### src/rtl/ebi_bus_interface.sv
// rtl/ebi_bus_interface.sv - MCU external bus slave: synchronizers, address/data FSM, write strobes, control readback.
module ebi_bus_interface #(
   parameter int SYNC_STAGES = 2
) (
   input  logic        clk,
   input  logic        reset,
   input  logic [15:0] EBI_AD_in,
   input  logic        EBI_ALE,
   input  logic        EBI_WE,
   input  logic        EBI_RE,
   input  logic [2:0]  bank_select,
   input  logic        vga_frame_done,
   output logic [15:0] EBI_AD_out,
   output logic        EBI_AD_oe,
   output logic        oam_we,
   output logic        sprite_we,
   output logic        palette_we,
   output logic        tam_we,
   output logic [15:0] wr_addr,
   output logic [15:0] wr_data
);

   typedef enum logic [2:0] {IDLE, ADDR, DATA, WRITE, READ} state_t;

   // Packed pin bundle {bank, RE, WE, ALE, AD}; strobes idle high
   localparam logic [21:0] SYNC_IDLE = {3'b000, 3'b111, 16'h0000};

   logic [21:0] sync_q [SYNC_STAGES];
   logic [21:0] sync_s;
   logic [15:0] ad_s;
   logic        ale_s, we_s, re_s;
   logic [2:0]  bank_s;

   state_t      state_q, state_d;
   logic [15:0] ad_prev_q;
   logic [15:0] wr_addr_q, wr_addr_d;
   logic [15:0] wr_data_q, wr_data_d;
   logic [3:0]  strobe_q, strobe_d;
   logic        oe_q, oe_d;
   logic [15:0] out_q, out_d;
   logic        flag_q, flag_d;
   logic        flag_clr;
   logic [15:0] rdata;
   logic        ctrl_addr0;

   always_ff @(posedge clk) begin
      if (reset) begin
         for (int i = 0; i < SYNC_STAGES; i++) sync_q[i] <= SYNC_IDLE;
      end else begin
         sync_q[0] <= {bank_select, EBI_RE, EBI_WE, EBI_ALE, EBI_AD_in};
         for (int i = 1; i < SYNC_STAGES; i++) sync_q[i] <= sync_q[i-1];
      end
   end

   assign sync_s = sync_q[SYNC_STAGES-1];
   assign ad_s   = sync_s[15:0];
   assign ale_s  = sync_s[16];
   assign we_s   = sync_s[17];
   assign re_s   = sync_s[18];
   assign bank_s = sync_s[21:19];

   assign ctrl_addr0 = (bank_s == 3'd4) && (wr_addr_q == 16'h0000);

   always_comb begin
      rdata = 16'h0000;
      if (ctrl_addr0) rdata = {15'b0, flag_q};
      else if (bank_s == 3'd4 && wr_addr_q == 16'h0001) rdata = 16'hBEEF;
   end

   always_comb begin
      state_d   = state_q;
      wr_addr_d = wr_addr_q;
      wr_data_d = wr_data_q;
      strobe_d  = 4'b0000;
      flag_clr  = 1'b0;
      case (state_q)
         IDLE:  if (!ale_s) state_d = ADDR;
         ADDR: begin
            if (ale_s) begin
               state_d   = DATA;
               wr_addr_d = ad_prev_q;
            end
         end
         DATA: begin
            // WE outranks RE when both are seen in the same cycle
            if (!we_s)       state_d = WRITE;
            else if (!re_s)  state_d = READ;
            else if (!ale_s) state_d = ADDR;
         end
         WRITE: begin
            if (we_s) begin
               state_d = IDLE;
               if (!bank_s[2]) strobe_d[bank_s[1:0]] = 1'b1;
               else if (ctrl_addr0 && wr_data_q[0]) flag_clr = 1'b1;
            end else begin
               wr_data_d = ad_s;
            end
         end
         READ: begin
            if (re_s) begin
               state_d  = IDLE;
               flag_clr = ctrl_addr0;
            end
         end
         default: state_d = IDLE;
      endcase
   end

   assign oe_d   = (state_q == READ) && !re_s;
   assign out_d  = oe_d ? rdata : 16'h0000;
   assign flag_d = vga_frame_done | (flag_q & ~flag_clr);

   always_ff @(posedge clk) begin
      if (reset) begin
         state_q   <= IDLE;
         ad_prev_q <= 16'h0000;
         wr_addr_q <= 16'h0000;
         wr_data_q <= 16'h0000;
         strobe_q  <= 4'b0000;
         oe_q      <= 1'b0;
         out_q     <= 16'h0000;
         flag_q    <= 1'b0;
      end else begin
         state_q   <= state_d;
         ad_prev_q <= ad_s;
         wr_addr_q <= wr_addr_d;
         wr_data_q <= wr_data_d;
         strobe_q  <= strobe_d;
         oe_q      <= oe_d;
         out_q     <= out_d;
         flag_q    <= flag_d;
      end
   end

   assign EBI_AD_out = out_q;
   assign EBI_AD_oe  = oe_q;
   assign oam_we     = strobe_q[0];
   assign sprite_we  = strobe_q[1];
   assign palette_we = strobe_q[2];
   assign tam_we     = strobe_q[3];
   assign wr_addr    = wr_addr_q;
   assign wr_data    = wr_data_q;

endmodule

### config.mk
export PLATFORM = sky130hd
export DESIGN_NAME = ebi_bus_interface
export DESIGN_NICKNAME = d
export VERILOG_FILES = /design/src/rtl/ebi_bus_interface.sv
export SDC_FILE = /design/constraint.sdc
export NUM_CORES = 1
export LEC_CHECK = 0
export ABC_AREA = 0
export BUFFER_PORTS_ARGS = -buffer_cell sky130_fd_sc_hd__buf_2
export CORE_AREA = 2 2 96 98
export CTS_CLUSTER_DIAMETER = 120
export DETAILED_ROUTE_END_ITERATION = 6
export DIE_AREA = 0 0 98 100
export PLACE_DENSITY_LB_ADDON = 0.3
export SYNTH_ARGS = -nofsm -noshare
export SYNTH_HDL_FRONTEND = slang
export SYNTH_SLANG_ARGS = --single-unit
### constraint.sdc
create_clock -name clk -period 2.95 [get_ports clk]
set_input_delay 0.885 -clock clk [delete_from_list [all_inputs] [get_ports clk]]
set_output_delay 0.885 -clock clk [all_outputs]
set_load 0.02 [all_outputs]
# ---- Word-level counts from Yosys, hierarchy flattened
# Memories as Yosys holds them, arrays and structs flattened.
# Cells that the tools add are included.
dict set report word_totals {
  ff_bits 73
  ram_bits 44
  word_cells 64
  memories 1
}
dict set report classes {
  magnitude_cmp 2
  eq_ne 9
  n_mux 21
  bitwise 8
  n_reduce_logical 14
}
# memory words word_bits read_ports rd_ports_with_merged_regs wr line_no
set mem_list {}
lappend mem_list {sync_q 2 22 2 0 2 28} ;# logic [21:0] sync_q [SYNC_STAGES];
# op n
set ops {}
lappend ops {{$mux 22} 2}
lappend ops {{$mux 3} 6}
lappend ops {{$eq 16x1->1 const B} 1}
lappend ops {{$logic_not 16->1} 1}
lappend ops {{$mux 16} 1}
lappend ops {{$pmux 3 s5} 1}
lappend ops {{$mux 1} 9}
lappend ops {{$eq 3x2->1 const B} 2}
lappend ops {{$eq 3x3->1 const B} 2}
lappend ops {{$ne 2x2->1 const B} 3}
lappend ops {{$logic_and 1x1->1} 5}
lappend ops {{$not 1->1} 4}
lappend ops {{$reduce_and 2->1} 2}
lappend ops {{$reduce_or 4->1} 1}
lappend ops {{$eq 3x1->1 const B} 1}
lappend ops {{$logic_not 3->1} 1}
lappend ops {{$lt 2x3->1 const B} 1}
lappend ops {{$or 1x1->1} 3}
lappend ops {{$reduce_and 3->1} 1}
lappend ops {{$reduce_or 3->1} 1}
lappend ops {{$demux 1 s2} 1}
lappend ops {{$ge 2x1->1 const B} 1}
lappend ops {{$pmux 1 s2} 1}
lappend ops {{$reduce_or 2->1} 1}
lappend ops {{2 further kinds} 2}

# ---- Logic depth before layout (Yosys ltp)
# An unclocked memory read counts as a cell.
dict set report logic_depth {
  depth_word 11
  depth_mapped 7
}

# ---- Worst setup path before layout
# Ideal clock, no wire load.
dict set report synth_path {
  path_type {input port to flip-flop}
  start {input reset}
  end {register strobe_q[0]}
  setup_time_ns 0.080
  arrival_time_ns 1.623
  setup_slack_ns 1.247
  stages 3
  n_path_buf 1
  path_cell_list {buf_2 > nor4_1 > nor3b_1}
}
dict set report synth_between {
  elab_chain_cells 1
}
# element line_no
set synth_rtl {}
lappend synth_rtl {{start, declared} 6} ;# input logic reset,
lappend synth_rtl {{$reduce_or 4->1 (no source line)} n/a}
lappend synth_rtl {{end signal, assigned} 128} ;# strobe_q <= strobe_d;
lappend synth_rtl {{end, declared} 38} ;# logic [3:0] strobe_q, strobe_d;
# Every way passes these cells.
# A chain may end at the register's enable or synchronous reset.

==> results.txt <==
Pwr Density: 606 nW/um2
Synth warn: 0
Core area: 8890 um2
CP max stage cell: dfxtp_1
Port Buf Inserts: 74
Worst vdd ir: 287 uV
Sink Count: 103
Hold Fails Final Rpt: 0
Post-synth top flop: dfxtp_1
Grt total ovfl: 0
Max-capacitance violation count: 0
DIE AREA: 9800 um2
Final #Nets: 424
Synth async-reset ratio: 0
Internal: 1.81 mW
Dpl hpwl: 4210 um
Syn Inst Count: 343
Reg2reg path depth: 3
Buf/Inv on CP: 1
Reg clk slew, reported paths: 110 ps
LEAKAGE: 1.64 nW
End-of-flow core utilization: 0.438
Vias: 2270
Post-CTS resize count: 0
Share of the synthesized area in the top cell type: 0.609
Max Freq: 522 MHz
FF+latch count, synth: 103
Final std cells w/o fill: 515
Worst-case clock buffer depth: 2
Largest net degree at the start of global routing: 68
H-Tree Depth: 3
Layout cell share with drive strength beyond 1: 0.260
Least-Margin Pin Slew: 912 ps
Routed len/inst: 11.8 um
Req. time, crit path: 2070 ps
Slowest stage delay, CP: 470 ps
Crit path cell chain: buf_2
Setup crit end kind: output port
Number of CTS-inserted buffers: 9
Largest delay share family, worst path: flip-flops
Seq/Total Area, Yosys: 0.609
Chip width: 98 um
Row count: 35
Starting density of the core: 0.381
Yosys top cell by area: dfxtp_1
Area contributors post-synth: dfxtp_1 (61%), nor2b_1 (10%), nand2_1 (7.8%)
Mean Syn Cell Area: 9.87 um2
Pins Over Slew Limit: 0
WHS Path Cells: 2
Crit Path Max Fanout: 12
Root Driver: clkbuf_8
Most frequent cells after synthesis: dfxtp_1 (103), nand2_1 (70), nor2b_1 (54)
First-pass GRT wire length: 10100 um
GPL Wtd Cong: 0.741
Gr usage total: 0.130
Setup violators final: 0
Hold Path Class: flop to flop
1st-iter DRT viols: 141
Placed Instances: 499
CP Class: flop to output port
Setup WS post-layout: 1040 ps
Combinational share of power: 0.036
Die H: 100 um
Post-route cell area: 3890 um2
Crit path DAT: 1030 ps
Setup tns final: 0 ps
Tcrit/Tclk final: 0.649
Post-synthesis instance area: 3390 um2
Antenna cells: 0
Clock skew: 10.6 ps
DRC viols: 0
Total Wirelength: 6070 um
Detail Route Antenna Nets: 0
Final critical-path required period: 1910 ps
Clk network pwr share: 0.352
Setup Fix Bufs, Post-CTS: 0
DR vias/cell: 4.41
Levels on crit path: 1
Layout overhead on the synthesized area: 14.9%
Part of the power in registers: 0.612
Netlist cell types: 36
Number of synthesized flops with an enable pin: 0
Count leader, synth: dfxtp_1
CP Launch Type: flop
RSZ-0062 raised after global routing: false
Antenna violations before repair: 0
Cell Area, Placed: 3700 um2
Max_slew headroom: 0.387
WHS: 428 ps
CTS tree: done
Switching part of the total: 0.233
Worst skew pair latency: 360 ps
Vias in the first global route: 2151
Total power: 2.36 mW
DRT Pass-1 Iters: 4
Num ports: 78
Status: complete, no violations
Setup slack at placement: 802 ps
CTS Hold Buffers Added: 0
Switching power: 550 uW
## per-layer routing
| layer | share of wire | up-vias | track usage |
|---|---|---|---|
| met3 | 0.056 | 8 | 0.0397 |
| met5 | 0 | - | 0 |
| met2 | 0.47 | 67 | 0.217 |
| met4 | 0.015 | 0 | 0.0502 |
| met1 | 0.46 | 1005 | 0.158 |
| li1 | - | 1190 | - |
## area by class of cell
type | count | area (um2)
Tap cell | 111 | 139
Sequential cell | 103 | 2060
Multi-Input combinational cell | 204 | 1100
Inverter | 5 | 18.8
Clock buffer | 10 | 138
Clock inverter | 6 | 51.3
Fill cell | 879 | 5000
Timing Repair Buffer | 76 | 385
## power by group through the flow
| stage | Clock [mW] | Sequential (mW) | Combinational, mW |
|---|---|---|---|
| after floorplan | 0 | 1.47 | 0.0670 |
| after global placement | 0 | 1.48 | 0.0841 |
| after detailed placement | 0 | 1.48 | 0.0853 |
| after CTS | 0.851 | 1.44 | 0.0854 |
| after global routing | 0.910 | 1.45 | 0.0949 |
| final | 0.830 | 1.44 | 0.0839 |
## logic make-up (layout without fill, tap and decap cells)
logic type,after synthesis,after routing,synth area share
AOI/OAI and AO/OA,44,44,0.0728
buffers and inverters,38,97,0.0691
DFF,103,103,0.609
other,1,3,0.00111
and+or+nand+nor,157,157,0.248
## final timing paths
path                                      from        endpoint  slack (ps)
worst min register to register   ad_prev_q[15]     wr_addr[15]         430
worst min-delay path             ad_prev_q[15]     wr_addr[15]         430
worst max-delay path            EBI_AD_out[13]  EBI_AD_out[10]        1040
worst max register to register      state_q[1]     strobe_q[0]        1150
## cell usage in the layout, fill, tap and decap left out, types with 2 or more instances in the layout
| cell | n |
|---|---|
| buf_4 | 2 |
| nor2b_1 | 54 |
| a21oi_1 | 36 |
| or2_2 | 6 |
| and2_1 | 2 |
| nor4_1 | 3 |
| inv_6 | 2 |
| nor3_1 | 2 |
| buf_2 | 74 |
| nand2_1 | 70 |
| dfxtp_1 | 103 |
| a31oi_1 | 2 |
| nand2b_1 | 2 |
| clkinvlp_4 | 3 |
| o21a_1 | 2 |
| and3_1 | 2 |
| conb_1 | 3 |
| nor2_1 | 5 |
| clkbuf_8 | 10 |
| inv_1 | 4 |
## state kept, by name, indices dropped and copies added, names as in the netlist
| register | count |
|---|---|
| EBI_AD_oe | 1 |
| EBI_AD_out | 2 |
| ad_prev_q | 16 |
| flag_q | 1 |
| state_q | 3 |
| strobe_q | 4 |
| sync_q | 44 |
| wr_addr | 16 |
| wr_data | 16 |
## worst register-to-register path: stages, from the launching register on
cell and delay [ps]:
dfxtp_1 520, nand2_1 170, nor4_1 780, nor3b_1 270
(Power assumes the default switching activity.)
